## config.mk

```make
export PLATFORM = sky130hd
export DESIGN_NAME = sel_demux_router
export DESIGN_NICKNAME = d
export VERILOG_FILES = /design/src/rtl/sel_demux_router.sv
export SDC_FILE = /design/constraint.sdc
export NUM_CORES = 1
export LEC_CHECK = 0
export BUFFER_PORTS_ARGS = -buffer_cell sky130_fd_sc_hd__buf_2
export CORE_MARGIN = 3
export CORE_UTILIZATION = 46
export CTS_BUF_LIST = sky130_fd_sc_hd__clkbuf_4 sky130_fd_sc_hd__clkbuf_8
export DETAILED_ROUTE_END_ITERATION = 8
export PLACE_DENSITY = 0.83
export SETUP_SLACK_MARGIN = 0.02
export SYNTH_ARGS = -nofsm -noshare
export SYNTH_HDL_FRONTEND = slang
export SYNTH_SLANG_ARGS = --single-unit
```

## constraint.sdc

```tcl
create_clock -name clk -period 1.4 [get_ports clk]
set_input_delay 0.35 -clock clk [delete_from_list [all_inputs] [get_ports clk]]
set_output_delay 0.35 -clock clk [all_outputs]
set_load 0.01 [all_outputs]
```

## src/rtl/sel_demux_router.sv

```systemverilog
// Registered 1-to-3 demultiplexer: routes handshaked input beats to alpha/beta/gamma
// one-entry output channels; undeliverable beats are consumed and counted as drops.
module sel_demux_router #(
  parameter int unsigned WIDTH = 8,
  parameter int unsigned CNT_W = 8
) (
  input  logic             clk,
  input  logic             nreset,
  input  logic             in_valid,
  output logic             in_ready,
  input  logic [1:0]       in_sel,
  input  logic             in_cs,
  input  logic [WIDTH-1:0] in_data,
  output logic             alpha_valid,
  input  logic             alpha_ready,
  output logic [WIDTH-1:0] alpha_data,
  output logic             beta_valid,
  input  logic             beta_ready,
  output logic [WIDTH-1:0] beta_data,
  output logic             gamma_valid,
  input  logic             gamma_ready,
  output logic [WIDTH-1:0] gamma_data,
  output logic [CNT_W-1:0] drop_count
);

  localparam int unsigned NCH = 3;
  localparam logic [0:0] ST_EMPTY = 1'b0;
  localparam logic [0:0] ST_FULL  = 1'b1;

  logic [0:0]       state_q [NCH];
  logic [0:0]       state_d [NCH];
  logic [WIDTH-1:0] data_q  [NCH];
  logic [NCH-1:0]   ch_ready;
  logic [NCH-1:0]   wr;
  logic             drop;
  logic             dst_busy;
  logic             accept;

  assign ch_ready = {gamma_ready, beta_ready, alpha_ready};

  // Routing: only a full, non-draining destination blocks the input.
  always_comb begin
    drop     = !in_cs || (in_sel == 2'b11);
    dst_busy = 1'b0;
    wr       = '0;
    case (in_sel)
      2'b00:   dst_busy = (state_q[0] == ST_FULL) && !alpha_ready;
      2'b01:   dst_busy = (state_q[1] == ST_FULL) && !beta_ready;
      2'b10:   dst_busy = (state_q[2] == ST_FULL) && !gamma_ready;
      default: dst_busy = 1'b0;
    endcase
    in_ready = drop || !dst_busy;
    accept   = in_valid && in_ready;
    for (int k = 0; k < NCH; k++) begin
      wr[k] = accept && !drop && (in_sel == 2'(k));
    end
  end

  // Per-channel next state; a write while draining keeps the channel full.
  always_comb begin
    for (int k = 0; k < NCH; k++) begin
      state_d[k] = state_q[k];
      case (state_q[k])
        ST_EMPTY: if (wr[k]) state_d[k] = ST_FULL;
        ST_FULL:  if (!wr[k] && ch_ready[k]) state_d[k] = ST_EMPTY;
        default:  state_d[k] = ST_EMPTY;
      endcase
    end
  end

  always_ff @(posedge clk or negedge nreset) begin
    if (!nreset) begin
      for (int k = 0; k < NCH; k++) state_q[k] <= ST_EMPTY;
    end else begin
      for (int k = 0; k < NCH; k++) state_q[k] <= state_d[k];
    end
  end

  always_ff @(posedge clk or negedge nreset) begin
    if (!nreset) begin
      for (int k = 0; k < NCH; k++) data_q[k] <= '0;
    end else begin
      for (int k = 0; k < NCH; k++) begin
        if (wr[k]) data_q[k] <= in_data;
      end
    end
  end

  // Saturating drop counter.
  always_ff @(posedge clk or negedge nreset) begin
    if (!nreset) begin
      drop_count <= '0;
    end else if (accept && drop && (drop_count != {CNT_W{1'b1}})) begin
      drop_count <= drop_count + CNT_W'(1);
    end
  end

  assign alpha_valid = (state_q[0] == ST_FULL);
  assign beta_valid  = (state_q[1] == ST_FULL);
  assign gamma_valid = (state_q[2] == ST_FULL);
  assign alpha_data  = data_q[0];
  assign beta_data   = data_q[1];
  assign gamma_data  = data_q[2];

endmodule

```

After elaboration in Yosys (flattened, before gate mapping)
Cells that the tools add are included.
{"block": "totals", "output_inout_bits": 36, "wordCells": 50, "mem_count": 0, "romBits": 0, "ff_bits": 35, "latchBits": 0, "mem_bits_rw": 0, "in_bits": 17}
{"block": "classes", "mux": 10, "bitwise": 3, "order_cmp": 0, "reduce_logical": 25, "eq_ne": 4, "n_mul": 0, "n_addsub": 1, "div_mod_pow": 0, "n_shift": 0}
{"operator": "$logic_and A1 B1 Y1", "count": 13}
{"operator": "$logic_not A1 Y1", "count": 9}
{"operator": "$add A8 B1 Y8 const B", "count": 1}
{"operator": "$ne A8 B8 Y1 const B", "count": 1}
{"operator": "$mux W1", "count": 6}
{"operator": "$pmux W1 S2", "count": 3}
{"operator": "$eq A2 B2 Y1 const B", "count": 2}
{"operator": "$not A1 Y1", "count": 3}
{"operator": "$pmux W1 S3", "count": 1}
{"operator": "$eq A2 B1 Y1 const B", "count": 1}
{"operator": "$logic_not A2 Y1", "count": 1}
{"operator": "$logic_or A1 B1 Y1", "count": 2}

Depth between registers and ports, before layout
{"block": "logic_depth", "word_depth": 12, "ltp_mapped": 5, "ltp_nobuf": 5}

Worst setup path before layout
Ideal clock, no wire load.
{"block": "synth_timing", "path_type": "register to register", "startpoint": "register drop_count[0]", "endpoint": "register drop_count[1]", "path_stages_with_launch": 5, "required_ns": 1.275, "arrival_time_ns": 1.455, "n_path_buf": 0, "setup_ns": 0.125, "setup_slack_ns": -0.180, "synth_period_minus_slack_ns": 1.580, "cell_sequence": "dfrtp_1 -> ha_1 -> nand3_1 -> o211ai_1 -> mux2_2"}
{"block": "synth_between", "elab_chain_cells": 2, "elab_cells_between_ends": 3, "cone_classes": "add/sub: 1; eq/ne: 1; reduce/logical: 1"}
{"item": "start: declaration", "line_no": "23", "text": "output logic [CNT_W-1:0] drop_count"}
{"item": "start signal: assignment", "line_no": "94", "text": "drop_count <= drop_count + CNT_W'(1);"}
{"item": "branches (longest 2 deep; another with $add A8 B1 Y8)"}
Several ways; the timed one is not identified.
A chain may end at the register's enable or synchronous reset.

Worst setup path after layout
{"block": "layout_timing", "startpoint": "register state_q (netlist bit beta_valid)", "endpoint": "output in_ready"}
{"block": "layout_between", "elab_chain_cells": 4}
{"item": "start: declaration", "line_no": "30", "text": "logic [0:0] state_q [NCH];"}
{"item": "$logic_and A1 B1 Y1", "line_no": "48", "text": "2'b01: dst_busy = (state_q[1] == ST_FULL) && !beta_ready;"}
{"item": "$pmux W1 S3", "line_no": "46", "text": "case (in_sel)"}
{"item": "$logic_not A1 Y1", "line_no": "52", "text": "in_ready = drop || !dst_busy;"}
{"item": "$logic_or A1 B1 Y1", "line_no": "52"}
{"item": "end: declaration", "line_no": "10", "text": "output logic in_ready,"}
No other way between the ends.

==> metrics <==
outcome finished with violations; violated checks setup timing; CP cell instances nor2b_4, mux2i_1, nor2_1, o21ai_1, buf_2; detailed-route DRC error count 0; number of antenna diodes 0; Root Driver clkbuf_4; fin util just under 80%; synthesized area roughly 1500 sq um; die area 3920 sq um; Syn Area/Cell around 14 sq um; Synth Area in Compound Gates 1.87%; crit path DAT 1280 ps; critical path type reg2out; Total GRT Usage roughly a fifth; Simple-Gate Fraction of Synth Area approximately 13%; crit share post-route 116%; fin crit period between 1500 and 2000 ps; Routed met3 length 263 um; Setup WS post-layout -225 ps; HP Class in2reg; crit path launch type register; max cap viols 0; CP max-delay cell dfrtp_1; Routed WL per cell 16.0 um; Cells after Synth 103; first-pass GRT wire length about 6000 um; worst IR drop on VDD 0.00102 V; # setup viols final 18; Synth-to-Final Area Change 51.5%; pins over their slew limit 0; xor and xnor area share after synthesis under 10%; IO Pins 53; hold slack around 280 ps; dpl cells ~210; total gr overflow 0; yosys warns 0; pin count of the biggest net entering global routing 22; FFs w/ async S/R, synth 100%; port buffer count between 50 and 60; number of synthesized flops with an enable pin 0; met2 WL post-DR between 1500 and 2000 um; die span in y between 60 and 70 um; Slew @ Worst Pin 385 ps; number of global-route vias before repair approximately 1200; CP max FO 2; Initial DRT Pass Iterations 4; vias per cell ~5.1; H-tree Lvls 2; CP delay by family, top flip-flops; max_slew headroom between 70% and 80%; Worst path max stage delay 400 ps; main combinational cell family by area after synthesis multiplexers; CP endpoint kind output pin; Initial Util 50.8%; clock-pin slew on the worst setup and hold paths approximately 100 ps; chip width between 60 and 70 um; std cell rows 19; adder-cell area share of the yosys netlist 0.849%; antenna violations before repair 0; ANT nets after route 0; Syn Nets about 120; post-DP HPWL around 2600 um; register area share after synthesis 59.4%; final non-filler cell total between 200 and 250; multiplexer area fraction after synthesis 21.3%; CP bufs+invs 1; Final Hold Viols 0; highest metal used met4; CTS buffer count 5; Synth Flop Type dfrtp_1; Leak Pwr between 1 and 1.5 nW; maximum clock rate 615 MHz; 1st-iter DRT viols 36; skew final a little under 4 ps; Total Nets Final 204; layout cells sized above 1 67.7%; TritonCTS sink count 35; Req. time, crit path between 1000 and 1500 ps; vias 1165; RSZ-0062 raised after global routing true; # fillers 184; total power divided by cell area 1480 nW/um^2; Placer Congestion just under 0.8; core box area roughly 2900 sq um; Yosys cell types 25; Routed WL about 3600 um; later-pin clock latency in the skew report roughly 330 ps; M1 wire length 1470 um; CTS tree done; Seq cells post-synth 35; CTS max path bufs 2
==> flip-flops by register name, summed over array words and instances, names as in the netlist <==
| signal | count |
|---|---|
| alpha_data | 8 |
| beta_data | 8 |
| drop_count | 8 |
| gamma_data | 8 |
| alpha_valid | 1 |
| beta_valid | 1 |
| gamma_valid | 1 |
==> synth_stat cells (all sizes together) (2+ instances only) <==
master   n  area share (%)
inv      2            0.51
nor3     2            0.68
xor2     2             1.2
mux2    27              21
nor2     3            0.76
nor2b    2            0.85
nand4    2            0.85
o21ai    2            0.68
nand2    5             1.4
or2      2            0.85
nor4b    2             2.6
dfrtp   35              59
nand3    5             1.7
xnor2    3             1.8
==> cell type report <==
cell class              count  area (sq um)  area share, %
clock buffers               6          51.3           2.30
clock inverters             1          5.00          0.224
inverters                   2          7.51          0.336
multi-input cells          65           704           31.5
flip-flops and latches     35           877           39.3
well taps                  42          52.6           2.35
repair buffers             77           536           24.0
==> worst register-to-register path, delay by kind of cell, from the launching register on <==
family | cells | cell delay (ps)
AND/OR/NAND/NOR | 2 | 400
flip-flops | 1 | 400
multiplexers | 1 | 300
buffers and inverters | 2 | 340
==> path summary, 6_finish.rpt <==
kind                                           start                   endpoint  slack [ps]  cells past startpoint
max in group asynchronous                     nreset  gamma_data[5]$_DFFE_PN0P_         510                      3
max                             beta_valid$_DFF_PN0_                   in_ready        -230                      5
min reg2reg                gamma_data[7]$_DFFE_PN0P_  gamma_data[7]$_DFFE_PN0P_         510                      1
min in group asynchronous                     nreset  drop_count[5]$_DFFE_PN0P_         460                      2
min                                       in_data[3]  alpha_data[3]$_DFFE_PN0P_         280                      2
max reg2reg                     beta_valid$_DFF_PN0_   beta_data[4]$_DFFE_PN0P_        -140                      5
==> repair_timing <==
item                                    4_1_cts  5_1_grt
pin swaps                                     3        6
setup buffers                                 3        4
endpoints found under the setup margin       21       28
hold buffers                                  1        0
gates cloned                                  1        0
hold endpoints to repair                     14        0
gates resized for setup                      16       15
==> kinds of logic after synthesis <==
logic type                 count (synthesis)
DFF                                       35
and+or+nand+nor                           27
AOI/OAI and AO/OA                          4
buffers and inverters                      3
xor gates and xnor gates                   5
muxes                                     28
adders and majority gates                  1
==> where the power goes <==
group	internal (mW)	total (mW)	leakage [nW]	switching, mW
sequential	1.27	1.45	0.427	0.181
clock	0.233	0.551	0.0341	0.318
combinational	0.740	1.31	0.650	0.567
==> placed cells by master (no fill, tap or decap), types with 2 or more instances in the layout <==
| cell | Yosys | final |
|---|---|---|
| buf_2 | 1 | 48 |
| dfrtp_1 | 35 | 34 |
| mux2_4 | 0 | 16 |
| buf_4 | 0 | 14 |
| buf_6 | 0 | 12 |
| mux2_2 | 27 | 11 |
| clkbuf_4 | 0 | 5 |
| nand3_1 | 5 | 4 |
| nand2_1 | 4 | 4 |
| nor2_1 | 3 | 2 |
| nor2b_4 | 0 | 2 |
| nor4b_4 | 1 | 2 |
| or2_2 | 2 | 2 |
| nand4_1 | 2 | 2 |
| xor2_1 | 2 | 2 |
| inv_1 | 2 | 2 |
| xnor2_2 | 0 | 2 |
==> layer usage <==
metal | global-route usage [%] | vias to the layer above
li1 | - | 533
met1 | 24.4 | 572
met2 | 30.8 | 53
met3 | 6.83 | 7
met4 | 7.99 | 0
met5 | 0 | -
==> per-stage QoR <==
step | total power, mW | setup TNS (ps) | area [sq um] | setup slack (ps)
finish | 3.31 | -1730 | 2230 | -225
global route | 3.50 | -2900 | 2230 | -322
CTS | 3.16 | -1990 | 2170 | -238
detailed placement | 2.52 | -1650 | 1990 | -154
global placement | 2.46 | -879 | 1990 | -89.2
floorplan | 1.98 | -1680 | 1530 | -128
No activity file was read; power rests on OpenSTA's default activity.
